## src/rtl/cdu_pkg.sv

```systemverilog
// Shared types and constants for the CDU incremental angle receiver.
package cdu_pkg;

    localparam int CTR_W = 15;

    typedef logic [CTR_W-1:0] angle_t;

    localparam angle_t ANGLE_MAX  = 15'h7FFF;
    localparam angle_t ANGLE_ZERO = 15'h0000;

    // Outcome of one counter-service slot.
    typedef enum logic [1:0] {
        SVC_NONE,
        SVC_INC,
        SVC_DEC,
        SVC_CANCEL
    } svc_op_t;

endpackage

```

## src/rtl/cdu_sync_edge.sv

```systemverilog
// Synchronizer chain plus rising-edge detect for one asynchronous CDU pulse line.
// Edges are masked until the chain and the previous-level flop hold only
// post-reset samples. Without this mask, a line that is already high when
// reset is released would look like a fresh edge.
module cdu_sync_edge #(
    parameter int STAGES = 2
) (
    input  logic clk,
    input  logic rst,
    input  logic din,
    output logic rise
);

    logic [STAGES-1:0] sync;
    logic              prev;
    logic [STAGES:0]   armed;

    // Shift the line through the synchronizer and keep the last synchronized level.
    always_ff @(posedge clk or posedge rst) begin
        if (rst) begin
            sync  <= '0;
            prev  <= 1'b0;
            armed <= '0;
        end else begin
            sync  <= {sync[STAGES-2:0], din};
            prev  <= sync[STAGES-1];
            armed <= {armed[STAGES-1:0], 1'b1};
        end
    end

    assign rise = sync[STAGES-1] & ~prev & armed[STAGES];

endmodule

```

## src/rtl/agc_cdu_counter.sv

```systemverilog
// AGC-side CDU angle counter: pending +/- pulse counters and per-slot service
// arbitration. The result feeds a 15-bit modulo-2^15 angle register.
module agc_cdu_counter
    import cdu_pkg::*;
#(
    parameter int SYNC_STAGES = 2,
    parameter int PEND_W      = 3
) (
    input  logic        clk,
    input  logic        rst,
    input  logic        cdu_p,
    input  logic        cdu_m,
    input  logic        slot,
    input  logic        zero,
    output logic [14:0] angle,
    output logic        wrap,
    output logic        drop,
    output logic        pend_nz
);

    localparam logic [PEND_W-1:0] PEND_MAX = {PEND_W{1'b1}};

    logic              rise_p;
    logic              rise_m;
    logic [PEND_W-1:0] pend_p;
    logic [PEND_W-1:0] pend_m;
    logic [PEND_W-1:0] pend_p_next;
    logic [PEND_W-1:0] pend_m_next;
    angle_t            angle_q;
    angle_t            angle_next;
    logic              wrap_next;
    logic              drop_p;
    logic              drop_m;
    logic              take_p;
    logic              take_m;
    svc_op_t           op;

    cdu_sync_edge #(.STAGES(SYNC_STAGES)) u_sync_p (
        .clk  (clk),
        .rst  (rst),
        .din  (cdu_p),
        .rise (rise_p)
    );

    cdu_sync_edge #(.STAGES(SYNC_STAGES)) u_sync_m (
        .clk  (clk),
        .rst  (rst),
        .din  (cdu_m),
        .rise (rise_m)
    );

    // Pick the slot action, net edges against service, and form the next angle.
    always_comb begin
        op          = SVC_NONE;
        take_p      = 1'b0;
        take_m      = 1'b0;
        pend_p_next = pend_p;
        pend_m_next = pend_m;
        drop_p      = 1'b0;
        drop_m      = 1'b0;
        angle_next  = angle_q;
        wrap_next   = 1'b0;

        if (slot && !zero) begin
            if ((pend_p != '0) && (pend_m != '0)) begin
                op = SVC_CANCEL;
            end else if (pend_p != '0) begin
                op = SVC_INC;
            end else if (pend_m != '0) begin
                op = SVC_DEC;
            end
        end

        take_p = (op == SVC_INC) || (op == SVC_CANCEL);
        take_m = (op == SVC_DEC) || (op == SVC_CANCEL);

        if (rise_p && !take_p) begin
            if (pend_p == PEND_MAX) begin
                drop_p = 1'b1;
            end else begin
                pend_p_next = pend_p + 1'b1;
            end
        end else if (!rise_p && take_p) begin
            pend_p_next = pend_p - 1'b1;
        end

        if (rise_m && !take_m) begin
            if (pend_m == PEND_MAX) begin
                drop_m = 1'b1;
            end else begin
                pend_m_next = pend_m + 1'b1;
            end
        end else if (!rise_m && take_m) begin
            pend_m_next = pend_m - 1'b1;
        end

        case (op)
            SVC_INC: begin
                angle_next = angle_q + 1'b1;
                wrap_next  = (angle_q == ANGLE_MAX);
            end
            SVC_DEC: begin
                angle_next = angle_q - 1'b1;
                wrap_next  = (angle_q == ANGLE_ZERO);
            end
            default: begin
                angle_next = angle_q;
                wrap_next  = 1'b0;
            end
        endcase

        if (zero) begin
            pend_p_next = '0;
            pend_m_next = '0;
            angle_next  = ANGLE_ZERO;
            wrap_next   = 1'b0;
            drop_p      = 1'b0;
            drop_m      = 1'b0;
        end
    end

    // Register the counters and the one-cycle status pulses.
    always_ff @(posedge clk or posedge rst) begin
        if (rst) begin
            pend_p  <= '0;
            pend_m  <= '0;
            angle_q <= ANGLE_ZERO;
            wrap    <= 1'b0;
            drop    <= 1'b0;
            pend_nz <= 1'b0;
        end else begin
            pend_p  <= pend_p_next;
            pend_m  <= pend_m_next;
            angle_q <= angle_next;
            wrap    <= wrap_next;
            drop    <= drop_p | drop_m;
            pend_nz <= (pend_p_next != '0) || (pend_m_next != '0);
        end
    end

    assign angle = angle_q;

endmodule

```

## config.mk

```make
export PLATFORM = sky130hd
export DESIGN_NAME = agc_cdu_counter
export DESIGN_NICKNAME = d
export VERILOG_FILES = /design/src/rtl/cdu_pkg.sv /design/src/rtl/cdu_sync_edge.sv /design/src/rtl/agc_cdu_counter.sv
export SDC_FILE = /design/constraint.sdc
export NUM_CORES = 1
export LEC_CHECK = 0
export CAP_MARGIN = 20
export CELL_PAD_IN_SITES_DETAIL_PLACEMENT = 0
export CELL_PAD_IN_SITES_GLOBAL_PLACEMENT = 1
export CORE_ASPECT_RATIO = 1.25
export CORE_MARGIN = 2
export CORE_UTILIZATION = 40
export CTS_BUF_LIST = sky130_fd_sc_hd__clkbuf_4 sky130_fd_sc_hd__clkbuf_8 sky130_fd_sc_hd__clkbuf_16
export CTS_CLUSTER_SIZE = 24
export DETAILED_ROUTE_END_ITERATION = 12
export GPL_ROUTABILITY_DRIVEN = 0
export PLACE_DENSITY = 0.7
export SYNTH_ARGS = -nofsm -noshare
export SYNTH_HDL_FRONTEND = slang
export SYNTH_SLANG_ARGS = --single-unit
```

## constraint.sdc

```tcl
create_clock -name clk -period 4.8 [get_ports clk]
set_clock_uncertainty 0.15 [all_clocks]
set_input_delay 0.96 -clock clk [delete_from_list [all_inputs] [get_ports clk]]
set_output_delay 0.96 -clock clk [all_outputs]
set_load 0.01 [all_outputs]
```

==> metrics.csv, run 1 <==
metric,value,unit
outcome,finished clean,
Post-synth EDFFs,0,
Startpoint Class,input port,
I/O pins,24,
dpl ws,485,ps
RSZ-0062 raised after global routing,false,
Pwr Density,331,mW/mm^2
R2R Path End,angle[14],
First-pass DRT Iterations,4,
main combinational cell family by area after synthesis,compound AO/OA/AOI/OAI gates,
hold_ws,203,ps
pin count of the biggest net entering global routing,34,
highest clock rate,0.250,GHz
CTS Buf Count,5,
Routed Antenna Nets,0,
Syn Nets,260,
non-filler cells in the finished layout,327,
leading register cell type out of synthesis,dfrtp_1,
data arrival time of the worst path,4020,ps
insertion delay to the later sink of the worst-skew pair,290,ps
worst-path fanout max,11,
CORE AREA,0.00533,mm^2
mux contribution to synthesized area,0.0144,
post-synthesis cell type count,56,
Syn. warnings,0,
Syn-to-layout area delta,21.5,%
dominant cell type by area after synthesis,dfrtp_1,
nets,291,
die area,0.00606,mm^2
placed cell count,319,
cells after synthesis,231,
layout cell share with drive strength beyond 1,0.0875,
WS Path Type,input port to flop,
Starting DRT DRC Count,86,
CTS Sinks,33,
post-CTS setup buffers,0,
min-delay src,u_sync_m.armed[1],
worst min-delay path category,flop to flop,
Die Wd,70.0,um
Worst R2R Start,pend_p[1],
CP Capture Type,flop,
CTS tree,yes,
cell row count,30,
final setup violation count,0,
drc violations,0,
Compound-Gate Fraction of Synth Area,0.210,
"most common cell after layout, fill and taps aside",dfrtp_1,
M1 WL,2180,um
overall routed net length,5020,um
post-layout util,0.496,
"FFs w/ async S/R, synth",1.00,
Clock transition at path regs,70,ps
clk buf depth,2,
Synth top area share,0.379,
Die Y,86.5,um
fin area,0.00265,mm^2
post-synthesis xor/xnor area fraction,0.0362,
simple-gate share of the synthesized area,0.190,
final hold vios,0,
placed cell area,0.00251,mm^2
Vias/cell,5.44,
hold depth,0,
most frequent cells in the layout,"dfrtp_1, clkdlybuf4s50_1, ha_1",
vias,1780,
Leak,1.25,nW
Avg WL per Cell,15.3,um
Mean Syn Cell Area,9.43,um^2
register area share after synthesis,0.379,
Post-CTS Hold Fix Bufs,0,
met3 WL post-DR,94,um
depth of the CTS H-tree,2,
Ant. Diodes,0,
VDD IR max,0.000156,V
Post-DP HPWL,3790,um
final cycle utilization of the critical path,0.834,
routed wire length on met2,2670,um
Tmin final,4000,ps
Synth Area in Adders,0.136,
R2R cell count,14,
Final Max Slew Viols,0,
Hold Crit Endpoint,u_sync_m.armed[2],
Starting Density,0.409,
R2R setup slack,1280,ps
initial antenna violation count,0,
gr usage total,0.184,
Final Total Pwr,0.875,mW
setup ws final,798,ps
"FF+latch count, synth",33,
Area contributors post-synth,"dfrtp_1, ha_1, a21oi_1",
Top Layer Used,met4,
Post-CTS Resized,0,
vias in the first global route,1823,
GRT overflow,0,
mapped cell area,0.00218,mm^2
first-pass GRT wire length,8720,um
Critical Path RT,4820,ps
Setup TNS Final,0,ps
Max-cap violations,0,
IO Port Bufs,23,
root buffer cell,clkbuf_8,
## cell families (layout without fill, tap and decap cells)
group                    after synthesis  count (layout)
AND/OR/NAND/NOR                       77              77
multiplexers                           3               3
flip-flops                            33              33
adder cells (fa/ha/maj)               23              23
XOR/XNOR                               9               9
buffers and inverters                 18              50
AO/OA/AOI/OAI                         67              67
other                                  1               1
## cell usage after synthesis, drive strengths merged, types with 3 or more instances
| master | n |
|---|---|
| nor2 | 18 |
| xnor2 | 5 |
| nor4 | 4 |
| o21ai | 19 |
| xor2 | 4 |
| a21boi | 3 |
| ha | 22 |
| o31ai | 3 |
| a21o | 6 |
| dfrtp | 33 |
| clkbuf | 3 |
| and2 | 3 |
| inv | 13 |
| nand2b | 3 |
| nand2 | 19 |
| nand3 | 5 |
| nor2b | 5 |
| nand4 | 8 |
| a211oi | 4 |
| a21oi | 15 |
## worst max-delay path by stage
stage,cells after the start,to,slack (ps),startpoint
5_1_grt,12,angle[12],550,zero
4_1_cts,13,angle[14],790,zero
3_3_place_gp,13,angle[14],540,zero
6_report,13,angle[14],800,zero
3_5_place_dp,13,angle[14],480,zero
2_1_floorplan,13,angle[14],1070,slot
## sequential cells by signal, indices dropped and copies added, names as in the netlist, 2 cells and up
register / cells
pend_m: 3
pend_p: 3
u_sync_m.sync: 2
angle: 15
u_sync_p.sync: 2
u_sync_m.armed: 3
## final cells by class
cell class | count | area (um^2)
repair buffers | 29 | 275
inverters | 13 | 51.3
well taps | 64 | 80.1
flip-flops and latches | 33 | 826
multi-input cells | 180 | 1280
clock buffers | 5 | 68.8
clock inverters | 3 | 65.1
fillers | 503 | 2680
## metal layers
layer | vias up | GRT usage
met5 | - | 0
met4 | 0 | 0.0542
met3 | 7 | 0.0267
met2 | 19 | 0.349
met1 | 851 | 0.212
li1 | 903 | -
## worst max-delay path, cell delays in order
cell,delay (ps)
clkdlybuf4s50_1,460
nor2b_4,170
and2_4,190
inv_4,50
ha_1,330
buf_4,240
ha_1,350
a21oi_1,150
nand2_1,80
or3_1,340
o21ai_1,160
mux2i_1,220
mux2_1,330
## power by group
group | total [mW] | switching [mW] | internal [mW]
Clock | 0.314 | 0.107 | 0.206
Combinational | 0.236 | 0.128 | 0.108
Sequential | 0.326 | 0.0232 | 0.303
Total | 0.875 | 0.259 | 0.616
No activity file was read; power rests on OpenSTA's default activity.
==> inputs of run 2 (changes only) <==
--- a/config.mk
+++ b/config.mk
@@ -10,12 +10,12 @@
 export CELL_PAD_IN_SITES_GLOBAL_PLACEMENT = 1
 export CORE_ASPECT_RATIO = 1.25
 export CORE_MARGIN = 2
-export CORE_UTILIZATION = 40
+export CORE_UTILIZATION = 39
 export CTS_BUF_LIST = sky130_fd_sc_hd__clkbuf_4 sky130_fd_sc_hd__clkbuf_8 sky130_fd_sc_hd__clkbuf_16
 export CTS_CLUSTER_SIZE = 24
 export DETAILED_ROUTE_END_ITERATION = 12
 export GPL_ROUTABILITY_DRIVEN = 0
-export PLACE_DENSITY = 0.7
+export PLACE_DENSITY = 0.71
 export SYNTH_ARGS = -nofsm -noshare
 export SYNTH_HDL_FRONTEND = slang
 export SYNTH_SLANG_ARGS = --single-unit
==> constraint.sdc (replaced) <==
create_clock -name clk -period 3.3 [get_ports clk]
set_clock_uncertainty 0.15 [all_clocks]
set_input_delay 0.66 -clock clk [delete_from_list [all_inputs] [get_ports clk]]
set_output_delay 0.66 -clock clk [all_outputs]
set_load 0.01 [all_outputs]
==> metrics.csv, run 2 (synthesis gave the netlist of run 1 again) <==
metric,value,unit
vias,1979,
Starting Density,0.403,
data arrival time of the worst path,3160,ps
first-pass GRT wire length,9390,um
die area,0.00620,mm^2
outcome,finished clean,
min-delay src,u_sync_m.armed[1],
fin area,0.00307,mm^2
final setup violation count,0,
Tmin final,3140,ps
max incr delay on CP,340,ps
gr usage total,0.193,
post-layout util,0.569,
Die Wd,70.8,um
Routed Antenna Nets,0,
root buffer cell,clkbuf_8,
worst-path fanout max,6,
vias in the first global route,2013,
Avg WL per Cell,14.5,um
max reg flops,15,
Pwr Density,393,mW/mm^2
CTS tree,yes,
GRT overflow,0,
Critical Path RT,3320,ps
RSZ-0062 raised after global routing,false,
CP Capture Type,flop,
final hold vios,0,
most frequent cells in the layout,"buf_4, dfrtp_1, clkdlybuf4s50_1",
initial antenna violation count,0,
pin count of the biggest net entering global routing,34,
Ant. Diodes,0,
Crit-path slowest cell,mux2_1,
Startpoint Class,input port,
Final Total Pwr,1.21,mW
Starting DRT DRC Count,54,
CP bufs+invs,4,
highest clock rate,0.318,GHz
Final Max Slew Viols,0,
Worst R2R Start,pend_m[1],
Leak,1.48,nW
CORE AREA,0.00541,mm^2
hold_ws,199,ps
Syn-to-layout area delta,41.1,%
insertion delay to the later sink of the worst-skew pair,280,ps
overall routed net length,5460,um
drc violations,0,
"Critical Path, Cell by Cell",dlygate4sd2_1 -> nor2b_4 -> and2_4 -> inv_4 -> ha_4 -> buf_6 -> buf_6 -> ha_4 -> a21oi_2 -> nand2_1 -> or3_1 -> o21ai_2 -> mux2i_1 -> mux2_1,
CP top delay family,simple AND/OR/NAND/NOR gates,
CP startpoint,zero,
Post-DP HPWL,4070,um
nets,340,
Post-CTS Hold Fix Bufs,0,
First-pass DRT Iterations,4,
final cycle utilization of the critical path,0.952,
WS Path Type,input port to flop,
IO Port Bufs,23,
Clock transition at path regs,70,ps
VDD IR max,0.000191,V
cell row count,30,
CTS Buf Count,5,
Max-cap violations,0,
CTS Sinks,33,
worst min-delay path category,flop to flop,
layout cell share with drive strength beyond 1,0.272,
depth of the CTS H-tree,2,
I/O pins,24,
placed cell area,0.00284,mm^2
clk buf depth,2,
Vias/cell,5.26,
"most common cell after layout, fill and taps aside",buf_4,
Die Y,87.6,um
## run 2: cell count changes in the layout (fill, tap and decap cells not counted), moves of 3 or more
cell,change
ha_1,-6
a21oi_2,+3
ha_4,+5
buf_4,+45
buf_6,+3
a21oi_1,-3
## run 2: routing by layer
layer	GRT usage	part of all wire	routed length (um)	up-vias
met5	0	0	0	-
met4	0.0875	0.033	182	0
met3	0.0219	0.017	94	12
met2	0.336	0.52	2840	31
met1	0.239	0.43	2350	934
li1	-	-	-	1002
## run 2: worst paths after layout
kind,end,slack (ps),cells past startpoint
hold / removal,u_sync_m.armed[2],200,0
setup reg to reg,angle[14],210,14
min in group asynchronous,u_sync_m.prev,620,3
max in group asynchronous,pend_p[2],2090,3
hold reg to reg,u_sync_m.armed[2],200,0
setup / recovery,angle[14],160,14
## run 2: power breakdown
part / leakage (nW) / total (mW) / switching [mW] / internal [mW]
Combinational: 0.999 / 0.435 / 0.210 / 0.224
Sequential: 0.434 / 0.475 / 0.0346 / 0.440
Clock: 0.0439 / 0.299 / 0.153 / 0.145
## run 2: layout make-up
class	count	area, um^2
Clock inverter	3	17.5
Fill cell	518	2330
Inverter	13	51.3
Sequential cell	33	826
Tap cell	64	80.1
Multi-Input combinational cell	180	1370
Timing Repair Buffer	78	664
Clock buffer	5	68.8
## run 2: per-stage QoR
stage	worst slack, ps	setup TNS, ps	cells
6_report	157	0	376
5_1_grt	2.33	0	376
4_1_cts	110	0	375
3_5_place_dp	-395	-2070	359
3_3_place_gp	-293	-1830	359
2_1_floorplan	77.4	0	231
## run 2: timing repair
action,4_1_cts,5_1_grt
pin swaps,10,1
buffers inserted,8,1
setup endpoints to repair,3,3
gates resized for setup,15,4
==> inputs of run 3 (changes only) <==
--- a/config.mk
+++ b/config.mk
@@ -10,11 +10,13 @@
 export CELL_PAD_IN_SITES_GLOBAL_PLACEMENT = 1
 export CORE_ASPECT_RATIO = 1.25
 export CORE_MARGIN = 2
-export CORE_UTILIZATION = 39
+export CORE_UTILIZATION = 44
 export CTS_BUF_LIST = sky130_fd_sc_hd__clkbuf_4 sky130_fd_sc_hd__clkbuf_8 sky130_fd_sc_hd__clkbuf_16
 export CTS_CLUSTER_SIZE = 24
 export DETAILED_ROUTE_END_ITERATION = 12
+export DONT_BUFFER_PORTS = 1
 export GPL_ROUTABILITY_DRIVEN = 0
+export MAX_ROUTING_LAYER = met4
 export PLACE_DENSITY = 0.71
 export SYNTH_ARGS = -nofsm -noshare
 export SYNTH_HDL_FRONTEND = slang
==> metrics.csv, run 3 (synthesis gave the netlist of run 1 again) <==
metric,value,unit
CTS Buf Count,5,
final cycle utilization of the critical path,0.967,
CTS tree,yes,
clk buf depth,2,
depth of the CTS H-tree,2,
max incr delay on CP,420,ps
vias,1830,
layout cell share with drive strength beyond 1,0.205,
IO Port Bufs,0,
GRT overflow,0,
die area,0.00553,mm^2
CP bufs+invs,4,
Die Wd,66.9,um
R2R cell count,15,
"most common cell after layout, fill and taps aside",dfrtp_1,
final hold vios,0,
Final Total Pwr,1.28,mW
outcome,finished clean,
most frequent cells in the layout,"dfrtp_1, ha_1, buf_4",
Starting DRT DRC Count,106,
Ant. Diodes,0,
drc violations,0,
initial antenna violation count,0,
min-delay src,u_sync_m.armed[0],
non-filler cells in the finished layout,314,
root buffer cell,clkbuf_8,
VDD IR max,0.000258,V
insertion delay to the later sink of the worst-skew pair,280,ps
max reg flops,15,
overall routed net length,5520,um
CP top delay family,simple AND/OR/NAND/NOR gates,
Starting Density,0.457,
pin count of the biggest net entering global routing,34,
I/O pins,24,
hold depth,0,
Startpoint Class,flop,
first-pass GRT wire length,8780,um
Worst R2R Start,pend_p[0],
Avg WL per Cell,17.6,um
WS Path Type,flop to flop,
worst-path fanout max,8,
Routed Antenna Nets,0,
Tmin final,3190,ps
data arrival time of the worst path,3210,ps
CORE AREA,0.00476,mm^2
Clock transition at path regs,70,ps
placed cell area,0.00232,mm^2
cell row count,28,
WP depth,15,
Pwr Density,496,mW/mm^2
final setup violation count,0,
Max-cap violations,0,
highest clock rate,0.313,GHz
Die Y,82.7,um
CP startpoint,pend_p[0],
nets,282,
Syn-to-layout area delta,18.5,%
Post-DP HPWL,3900,um
Vias/cell,5.83,
Crit-path slowest cell,dfrtp_1,
Leak,1.24,nW
worst min-delay path category,flop to flop,
gr usage total,0.221,
fin area,0.00258,mm^2
Final Max Slew Viols,0,
placed cell count,296,
CP Capture Type,flop,
CTS Sinks,33,
Critical Path RT,3320,ps
"Critical Path, Cell by Cell",inv_2 -> ha_2 -> nand2b_4 -> and2_4 -> inv_4 -> ha_4 -> buf_6 -> buf_4 -> ha_1 -> a21oi_2 -> nand2_2 -> or3_4 -> o21ai_2 -> mux2i_1 -> mux2_1,
First-pass DRT Iterations,5,
vias in the first global route,1800,
==> run 3: path summary, 6_finish.rpt <==
| kind | to | slack (ps) |
|---|---|---|
| worst max-delay path | angle[14] | 110 |
| worst min-delay path | u_sync_m.armed[1] | 200 |
| worst min register to register | u_sync_m.armed[1] | 200 |
| worst max register to register | angle[14] | 110 |
| max in group asynchronous | pend_m[2] | 2470 |
| min in group asynchronous | angle[10] | 210 |
==> run 3: worst register-to-register path, stage by stage (launching register included) <==
cell and delay, ps:
dfrtp_1 420, inv_2 60, ha_2 190, nand2b_4 70, and2_4 170, inv_4 50, ha_4 190, buf_6 150
buf_4 140, ha_1 210, a21oi_2 170, nand2_2 70, or3_4 370, o21ai_2 130, mux2i_1 210, mux2_1 340
==> run 3: area by class of cell <==
cell class	count	area, um^2
fill	444	2180
tap	60	75.1
sequential	33	826
clock buffer	5	68.8
timing repair buffer	20	154
clock inverter	3	65.1
multi-input combinational	180	1340
inverter	13	51.3
==> run 3: where the power goes <==
group	switching, mW	internal (mW)	total (mW)
Sequential	0.0473	0.440	0.487
Clock	0.154	0.300	0.454
Combinational	0.184	0.154	0.338
==> run 3: what timing repair did <==
action | in CTS | in global routing
endpoints found under the setup margin | 0 | 7
setup buffers | 0 | 10
hold buffers | 0 | 0
gates resized for setup | 0 | 17
endpoints found under the hold margin | 0 | 0
==> run 3: metrics by stage <==
step	worst slack (ps)	utilization	hold WS, ps	setup TNS (ps)
3_5_place_dp	25.0	0.487	185	0
5_1_grt	-23.5	0.542	216	-23.5
3_3_place_gp	95.1	0.487	183	0
2_1_floorplan	77.4	-	181	0
6_report	108	0.542	204	0
4_1_cts	7.69	0.515	201	0
==> run 3: routing by layer <==
metal | vias to the layer above | wire length (um) | track usage
li1 | 886 | - | -
met3 | 7 | 192 | 0.0420
met1 | 891 | 2270 | 0.254
met4 | 0 | 86 | 0.106
met2 | 46 | 2970 | 0.371
met5 | - | 0 | -
